$ cat config.mk
export PLATFORM = sky130hd
export DESIGN_NAME = ws2812_frame_scheduler
export DESIGN_NICKNAME = d
export VERILOG_FILES = /design/src/rtl/ws2812_frame_scheduler.sv
export SDC_FILE = /design/constraint.sdc
export NUM_CORES = 1
export LEC_CHECK = 0
export CAP_MARGIN = 25
export CORE_MARGIN = 10
export CORE_UTILIZATION = 45
export DETAILED_ROUTE_END_ITERATION = 10
export PLACE_DENSITY_LB_ADDON = 0.05
export SKIP_CTS_REPAIR_TIMING = 1
export SYNTH_ARGS = -nofsm -noshare
export SYNTH_HDL_FRONTEND = slang
export SYNTH_SLANG_ARGS = --single-unit
$ cat constraint.sdc
create_clock -name ACLK -period 2.8 [get_ports ACLK]
set_clock_uncertainty 0.2 [all_clocks]
set_input_delay 0.42 -clock ACLK [delete_from_list [all_inputs] [get_ports ACLK]]
set_output_delay 0.42 -clock ACLK [all_outputs]
set_load 0.01 [all_outputs]
$ cat src/rtl/ws2812_frame_scheduler.sv
`default_nettype none
// ============================================================================
// Module      : ws2812_frame_scheduler
// Description : Sequences frame transfers on the WS2812 AXI master port.
//               Software requests and a periodic refresh tick merge into one
//               pending flag. Each frame is started with an INIT_AXI_TXN
//               pulse. The block then waits for TXN_DONE, with a timeout and
//               a bounded number of retries. A latch (reset-low) gap is
//               enforced after every attempt.
// Revision    : 1.0 - initial release
// ----------------------------------------------------------------------------
// Ports
//   ACLK            in   clock
//   ARESETN         in   asynchronous active-low reset
//   frame_req       in   single-cycle software frame request
//   refresh_period  in   auto-refresh period in cycles (0 = disabled)
//   clear_fault     in   pulse; leaves FAULT and drops any pending request
//   INIT_AXI_TXN    out  start pulse to the ws2812 AXI master
//   TXN_DONE        in   master done level
//   ERROR           in   master error flag, sampled on TXN_DONE rising edge
//   busy            out  high in every state except IDLE and FAULT
//   fault           out  sticky fault indication
//   frame_cnt       out  frames completed without error
//   err_cnt         out  failed attempts (errors plus timeouts)
// Configuration
//   WS2812_SCHED_STATS_EN : when defined, frame_cnt / err_cnt are live
//                           counters; otherwise both are tied to zero.
// ============================================================================
module ws2812_frame_scheduler #(
    parameter int INIT_PULSE     = 2,
    parameter int LATCH_CYCLES   = 5000,
    parameter int TIMEOUT_CYCLES = 100000,
    parameter int MAX_RETRY      = 3,
    parameter int PERIOD_W       = 24,
    parameter int CNT_W          = 16
) (
    input  logic                ACLK,
    input  logic                ARESETN,
    input  logic                frame_req,
    input  logic [PERIOD_W-1:0] refresh_period,
    input  logic                clear_fault,
    output logic                INIT_AXI_TXN,
    input  logic                TXN_DONE,
    input  logic                ERROR,
    output logic                busy,
    output logic                fault,
    output logic [CNT_W-1:0]    frame_cnt,
    output logic [CNT_W-1:0]    err_cnt
);

    // One timer serves both WAIT (timeout) and LATCH (gap), so it is sized
    // for the larger of the two limits.
    localparam int TMAX   = (LATCH_CYCLES > TIMEOUT_CYCLES) ? LATCH_CYCLES : TIMEOUT_CYCLES;
    localparam int TMR_W  = $clog2(TMAX + 1);
    localparam int PLS_W  = $clog2(INIT_PULSE + 1);
    localparam int RTY_W  = $clog2(MAX_RETRY + 2);

    typedef enum logic [2:0] {
        S_IDLE   = 3'd0,
        S_LAUNCH = 3'd1,
        S_WAIT   = 3'd2,
        S_LATCH  = 3'd3,
        S_FAULT  = 3'd4
    } state_t;

    state_t              state;
    logic                pending;
    logic                retry_due;
    logic [RTY_W-1:0]    retry_cnt;
    logic [TMR_W-1:0]    timer;
    logic [PLS_W-1:0]    pulse_cnt;
    logic [PERIOD_W-1:0] period_cnt;
    logic                done_q;

    logic tick;
    logic done_rise;
    logic timeout_hit;
    logic latch_end;
    logic frame_ok;
    logic attempt_fail;
    logic retry_left;

    assign tick        = (refresh_period != '0) &&
                         (period_cnt >= (refresh_period - PERIOD_W'(1)));
    assign done_rise   = TXN_DONE & ~done_q;
    assign timeout_hit = (timer == TMR_W'(TIMEOUT_CYCLES - 1));
    assign latch_end   = (timer == TMR_W'(LATCH_CYCLES - 1));
    // A done edge takes priority over a timeout landing in the same cycle.
    assign frame_ok     = (state == S_WAIT) & done_rise & ~ERROR;
    assign attempt_fail = (state == S_WAIT) &
                          ((done_rise & ERROR) | (~done_rise & timeout_hit));
    assign retry_left   = (retry_cnt < RTY_W'(MAX_RETRY));

    // Free-running refresh period counter; a lowered period is caught by the
    // >= compare in tick, which also restarts the count.
    always_ff @(posedge ACLK or negedge ARESETN) begin
        if (!ARESETN) begin
            period_cnt <= '0;
        end else if ((refresh_period == '0) || tick) begin
            period_cnt <= '0;
        end else begin
            period_cnt <= period_cnt + PERIOD_W'(1);
        end
    end

    always_ff @(posedge ACLK or negedge ARESETN) begin
        if (!ARESETN) begin
            state        <= S_IDLE;
            pending      <= 1'b0;
            retry_due    <= 1'b0;
            retry_cnt    <= '0;
            timer        <= '0;
            pulse_cnt    <= '0;
            done_q       <= 1'b0;
            INIT_AXI_TXN <= 1'b0;
            busy         <= 1'b0;
            fault        <= 1'b0;
        end else begin
            done_q <= TXN_DONE;

            // Requests accumulate into a single flag; the state branches
            // below override this when the request is consumed.
            if (frame_req || tick) begin
                pending <= 1'b1;
            end

            case (state)
                S_IDLE: begin
                    retry_cnt <= '0;
                    retry_due <= 1'b0;
                    if (pending || frame_req) begin
                        state     <= S_LAUNCH;
                        pending   <= 1'b0;
                        pulse_cnt <= '0;
                        busy      <= 1'b1;
                    end
                end

                // First LAUNCH cycle raises the pulse, so it is high for
                // INIT_PULSE cycles starting one cycle after entry.
                S_LAUNCH: begin
                    if (pulse_cnt < PLS_W'(INIT_PULSE)) begin
                        INIT_AXI_TXN <= 1'b1;
                        pulse_cnt    <= pulse_cnt + PLS_W'(1);
                    end else begin
                        INIT_AXI_TXN <= 1'b0;
                        state        <= S_WAIT;
                        timer        <= '0;
                    end
                end

                S_WAIT: begin
                    if (frame_ok) begin
                        state     <= S_LATCH;
                        timer     <= '0;
                        retry_cnt <= '0;
                    end else if (attempt_fail) begin
                        if (retry_left) begin
                            retry_cnt <= retry_cnt + RTY_W'(1);
                            retry_due <= 1'b1;
                            state     <= S_LATCH;
                            timer     <= '0;
                        end else begin
                            state <= S_FAULT;
                            busy  <= 1'b0;
                            fault <= 1'b1;
                        end
                    end else begin
                        timer <= timer + TMR_W'(1);
                    end
                end

                // A pending retry is served before a new frame; the new
                // frame's pending flag survives the retry.
                S_LATCH: begin
                    if (latch_end) begin
                        if (retry_due) begin
                            state     <= S_LAUNCH;
                            retry_due <= 1'b0;
                            pulse_cnt <= '0;
                        end else if (pending) begin
                            state     <= S_LAUNCH;
                            pending   <= 1'b0;
                            retry_cnt <= '0;
                            pulse_cnt <= '0;
                        end else begin
                            state <= S_IDLE;
                            busy  <= 1'b0;
                        end
                    end else begin
                        timer <= timer + TMR_W'(1);
                    end
                end

                S_FAULT: begin
                    if (clear_fault) begin
                        state     <= S_IDLE;
                        fault     <= 1'b0;
                        pending   <= 1'b0;
                        retry_cnt <= '0;
                        retry_due <= 1'b0;
                    end
                end

                default: begin
                    state        <= S_IDLE;
                    INIT_AXI_TXN <= 1'b0;
                    busy         <= 1'b0;
                    fault        <= 1'b0;
                end
            endcase
        end
    end

`ifdef WS2812_SCHED_STATS_EN
    always_ff @(posedge ACLK or negedge ARESETN) begin
        if (!ARESETN) begin
            frame_cnt <= '0;
            err_cnt   <= '0;
        end else begin
            if (frame_ok) begin
                frame_cnt <= frame_cnt + CNT_W'(1);
            end
            if (attempt_fail) begin
                err_cnt <= err_cnt + CNT_W'(1);
            end
        end
    end
`else
    assign frame_cnt = '0;
    assign err_cnt   = '0;
`endif

endmodule
`default_nettype wire

---- Yosys cells after proc, flatten, opt, wreduce, memory -nomap -nowiden ----
Cells that the tools add are included.
word-level totals
  input bits .............................. 30
  flip-flop bits (word level) ............. 55
  output and inout port bits .............. 35
  word-level logic and storage cells ...... 131
cells by class
  bitwise operators ....................... 12
  reductions and logical operators ........ 20
  muxes and demuxes ....................... 57
  equality and inequality tests ........... 23
  $lt $le $gt $ge ......................... 3
  $add $sub $neg .......................... 5
operators with widths
  operator                                               number
  two-way mux 17 bit                                     5
  case mux 17 bit (3 select lines)                       1
  two-way mux 3 bit                                      13
  != test 2 bit, second input constant                   13
  adder 24 x 1 -> 24 bit, second input constant          1
  greater-or-equal comparator 24 bit                     1
  zero test 24 bit                                       1
  two-way mux 1 bit                                      24
  two-way mux 24 bit                                     1
  nonzero test 24 bit                                    1
  subtractor 24 x 1 -> 24 bit, second input constant     1
  adder 17 x 1 -> 17 bit, second input constant          1
  equality test 17 x 13 -> 1 bit, second input constant  1
  equality test 17 bit, second input constant            1
  case mux 3 bit (5 select lines)                        1
  AND reduction 5 bit                                    3
  case mux 3 bit (4 select lines)                        1
  two-way mux 2 bit                                      5
  != test 3 bit, second input constant                   3
  case mux 1 bit (4 select lines)                        2
  AND reduction 8 bit                                    1
  AND reduction 7 bit                                    1
  AND 1 bit                                              6
  equality test 3 x 2 -> 1 bit, second input constant    2
  22 further kinds                                       30

---- Longest topological paths before layout ----
  depth after elaboration ................. 9
  gate-level depth with buffers ........... 13
  mapped depth without buffers ............ 12

---- Least setup slack after synthesis ----
OpenSTA, ideal clock, no wires.
  kind .................................... input -> register
  from .................................... input port refresh_period[8]
  to ...................................... register period_cnt[10]
  stages on the path ...................... 13
  library setup time ...................... 0.136 ns
  data required time ...................... 2.464 ns
  slack ................................... -0.946 ns
  path buffers ............................ 2
  data arrival time ....................... 3.410 ns
  cells stage by stage .................... or4_4 or4_1 or2_1 buf_2 nor4_2 xnor2_1 ha_1 nand4_1 nand3b_1 a211o_1 o211ai_2 buf_4 nor3_1
on the way
  longest elaborated chain between the ends .. 5
  elaborated cells on any way between the ends .. 7
  those cells by class .................... add/sub (1); order compare (1); mux (1); reduce/logical (4)
RTL lines
  item                                line  text
  from (decl)                         40    input logic [PERIOD_W-1:0] refresh_period,
  subtractor 24 x 1 -> 24 bit         84    (period_cnt >= (refresh_period - PERIOD_W'(1)));
  greater-or-equal comparator 24 bit  84
  logical AND 1 bit                   83    assign tick = (refresh_period != '0) &&
  logical OR 1 bit *                  99    end else if ((refresh_period == '0) || tick) begin
  two-way mux 24 bit *                99
  to (signal assigned)                102   period_cnt <= period_cnt + PERIOD_W'(1);
  to (decl)                           72    logic [PERIOD_W-1:0] period_cnt;
Every way passes the cells marked *; elsewhere a longest branch is shown, timed or not.
A chain may end at the register's enable or synchronous reset.

---- Final worst setup path ----
  from .................................... input port refresh_period[11]
  to ...................................... register period_cnt[11]
The elaborated chain is that of the path after synthesis.

==> flow_results.org <==
** Route
- After detailed routing, the average wire length per cell comes to 15.43 um.
- For this block, the initial DRC count from the detailed router was around 210.
- For this block, the routed nets add up to 11.15 mm of wire.
- In the routed design, unresolved DRC markers number 0.
- The final route contains 3935 vias.
- The first detailed-routing pass ran for 4 iterations.
- In the routed layout, each cell is associated on average with a via count of 5.443.
- Once detail routing completed, the nets flagged for antenna violations numbered 0.

** Logic synthesis
- Biggest area consumer among synthesized cells :: sky130_fd_sc_hd__dfrtp_1
- The mapped netlist covers 4360 sq um.
- After synthesis, the mean cell area works out to 8.600 sq um.
- Number of enable flip-flop cells after synthesis :: 0
- Area share of the largest cell type after synthesis :: 0.3156
- After synthesis, the share of flip-flops with an asynchronous set or reset is 1.000.
- In this run, synthesis produced a sequential element count of 55.
- Number of warnings issued by yosys :: 0
- Largest cells by area after synthesis :: sky130_fd_sc_hd__dfrtp_1, sky130_fd_sc_hd__ha_1, sky130_fd_sc_hd__xnor2_1
- Dominant register cell in the synthesized netlist :: sky130_fd_sc_hd__dfrtp_1
- Distinct cell type count after synthesis :: 60
- Of the synthesized area, sequential elements account for 0.3156.
- Gate count after technology mapping :: 507

** Die
- Floorplan Core Area :: about 9300 sq um
- Number of placement rows :: 35
- In this run the vertical extent of the chip is 118.4 um.
- In this run the horizontal extent of the chip is 118.4 um.
- 65 I/O pins were placed.
- Effective utilization at floorplan :: 0.4675
- The die covers roughly 14000 sq um.

** Flow run
- Max-capacitance violation count :: 0

** Critical path
- Required time at the endpoint of the critical path :: 2.82 ns
- Maximum net fanout on the critical path :: 6
- The critical path is of the input pin to register type.
- STA classifies the critical path startpoint as an input pin.
- The worst setup path is captured at a register.
- Data arrives at the worst endpoint at 3.72 ns.

** STA
- The final max-slew violation count came to 0.
- In the post-route analysis, the smallest setup slack over all paths is -0.9065 ns.
- Of the available clock period, the critical path in the final layout requires 1.324.
- In the final timing run, aggregate negative setup slack is -21.96 ns.
- The total count of hold-check failures in the final report is 0.
- Derived from the worst setup path, the maximum achievable clock frequency is 269.8 MHz.
- The worst pin sits at a relative slew slack of 0.5366.
- Unrepaired setup endpoints after global routing :: true
- Smallest hold slack :: 0.3185 ns
- At the pin with the least slew margin, the transition time is 0.6909 ns.
- Final critical path time including I/O delays and setup :: 3.707 ns
- Final setup violation count :: 25

** Clocking
- Clk sink count :: 55
- The H-tree was split into 2 levels.
- The clock passes through at most 2 buffers.
- Worst-path clk slew :: 0.11 ns
- The clock reaches the later pin of the worst-skew pair after 0.32 ns.
- CTS Buf Count :: 5
- CTS root buffer :: sky130_fd_sc_hd__clkbuf_8
- TritonCTS built the clock tree.

** Run status
- The flow ran to the end, but the final reports show violations.
- The checks that failed: setup timing.

** Final layout
- After filler insertion, the fill cell instance count of the layout stands at 871.
- Summing all multi-input logic gate instances after layout gives ~2800 sq um.
- Fraction of layout cells with a size suffix above 1 :: 0.1869
- In the final design database the tool counted 652 nets.
- Area Growth Syn to Fin :: 24.10%
- Excluding fillers, the count of instances in the completed layout stands at 723.
- Area used by sequential logic in the layout :: 1376 sq um
- Antenna diode count :: 0
- Post-route core utilization :: 0.5801

** Pwr
- Worst-case vdd ir drop :: 0.0003048 V
- PwrDens :: 475.2 nW/um^2
- For this design the static power due to leakage is between 2 and 2.5 nW.

** Place
- Detailed placement finished with a half-perimeter wire length of around 8.5 mm.
- Number of buffers inserted by port buffering :: 32
- Routability-driven placement finished with a final weighted congestion of 0.8647.
- Placed insts :: 709

** GRT
- The number of global-route vias before repair was 3901.
- The initial antenna violation count was 0.
- In the global route stage, overall resource usage came out at 0.1515.
- Wire length of the first global-routing pass :: ~19 mm
- Global routing finished with a remaining overflow of 0.
- Largest net degree at the start of global routing :: 29

** Worst hold path
- The path class of the tightest hold or removal check is register to register.
-- layer usage --
| layer | up-vias | track usage | wire, um |
|---|---|---|---|
| met2 | 88 | 0.2371 | 5078 |
| met4 | 0 | 0.03053 | 121 |
| met1 | 1881 | 0.2111 | 5327 |
| met3 | 14 | 0.03046 | 627 |
| met5 | - | 0 | 0 |
| li1 | 1952 | - | - |
-- stage by stage --
| stage | power (mW) | cell area (sq um) | setup slack [ns] |
|---|---|---|---|
| final | 2.572 | 5411 | -0.9065 |
| after floorplan | 1.674 | 4518 | -0.8842 |
| after CTS | 2.577 | 5254 | -1.124 |
| after global placement | 2.001 | 5137 | -1.388 |
| after global routing | 2.746 | 5411 | -0.9737 |
| after detailed placement | 2.016 | 5137 | -1.460 |
-- path summary, 6_finish.rpt --
kind                                              start                  endpoint  slack [ns]  cells past startpoint
worst max-delay path                 refresh_period[11]  period_cnt[11]$_DFF_PN0_       -0.91                     13
worst min-delay path            period_cnt[0]$_DFF_PN0_   period_cnt[0]$_DFF_PN0_        0.32                      1
worst max register to register     timer[0]$_DFFE_PN0P_  pulse_cnt[0]$_DFFE_PN0P_        0.30                      8
worst min register to register  period_cnt[0]$_DFF_PN0_   period_cnt[0]$_DFF_PN0_        0.32                      1
max in group asynchronous                       ARESETN      state[0]$_DFFE_PN0P_        1.34                      3
min in group asynchronous                       ARESETN  period_cnt[18]$_DFF_PN0_        0.47                      2
-- critical path: stages --
cell                        delay (ns)
sky130_fd_sc_hd__buf_6            0.09
sky130_fd_sc_hd__or4_4            0.52
sky130_fd_sc_hd__or4_4            0.53
sky130_fd_sc_hd__or2_4            0.28
sky130_fd_sc_hd__nor3_2           0.19
sky130_fd_sc_hd__xnor2_1          0.09
sky130_fd_sc_hd__ha_1             0.30
sky130_fd_sc_hd__nand4_1          0.11
sky130_fd_sc_hd__nand3b_1         0.23
sky130_fd_sc_hd__a211o_1          0.35
sky130_fd_sc_hd__o211ai_4         0.32
sky130_fd_sc_hd__clkbuf_16        0.23
sky130_fd_sc_hd__nor3_2           0.05
-- cells in the mapped netlist (13+ instances only) --
cell / count
sky130_fd_sc_hd__nand4_1: 13
sky130_fd_sc_hd__nand3_1: 23
sky130_fd_sc_hd__dfrtp_1: 55
sky130_fd_sc_hd__inv_1: 24
sky130_fd_sc_hd__ha_1: 29
sky130_fd_sc_hd__buf_4: 34
sky130_fd_sc_hd__o21ai_0: 17
sky130_fd_sc_hd__xnor2_1: 34
sky130_fd_sc_hd__nor3_1: 42
sky130_fd_sc_hd__a21oi_1: 15
sky130_fd_sc_hd__nor2_1: 31
sky130_fd_sc_hd__a211oi_1: 15
sky130_fd_sc_hd__nand2_1: 33
-- placed cells by master, fill, tap and decap left out, types with 24 or more instances in the layout --
master	instances
sky130_fd_sc_hd__nor3_1	28
sky130_fd_sc_hd__ha_1	29
sky130_fd_sc_hd__clkdlybuf4s50_1	27
sky130_fd_sc_hd__conb_1	32
sky130_fd_sc_hd__inv_1	24
sky130_fd_sc_hd__nand2_1	33
sky130_fd_sc_hd__nor2_1	30
sky130_fd_sc_hd__buf_4	60
sky130_fd_sc_hd__dfrtp_1	55
sky130_fd_sc_hd__xnor2_1	34
-- layout make-up --
| class | count | share of cell area |
|---|---|---|
| multi-input cells | 410 | 0.5214 |
| flip-flops and latches | 55 | 0.2543 |
| repair buffers | 97 | 0.1563 |
| well taps | 129 | 0.02983 |
| inverters | 24 | 0.01665 |
| clock buffers | 5 | 0.01272 |
| clock inverters | 3 | 0.008786 |
-- cell families (layout without fill, tap and decap cells) --
| logic type | count (synthesis) | in the layout | synth area share |
|---|---|---|---|
| flops | 55 | 55 | 0.3156 |
| fa+ha+maj | 29 | 29 | 0.08321 |
| buf+inv | 73 | 129 | 0.09326 |
| compound gates | 95 | 95 | 0.1492 |
| mux | 6 | 6 | 0.01463 |
| other cells | 1 | 32 | 0.0008600 |
| simple gates | 203 | 203 | 0.2528 |
| xor+xnor | 45 | 45 | 0.09039 |
-- state kept, by name, indices dropped and copies added (netlist names) --
signal and flops:
fault 1, period_cnt 24, INIT_AXI_TXN 1, pending 1, done_q 1, busy 1
state 3, pulse_cnt 2, retry_due 1, retry_cnt 3, timer 17
-- power breakdown --
group	total [mW]	internal, mW	switching, mW
registers	1.08	0.925	0.150
clock network	0.556	0.272	0.285
logic	0.939	0.419	0.521
No activity file was read; power rests on OpenSTA's default activity.
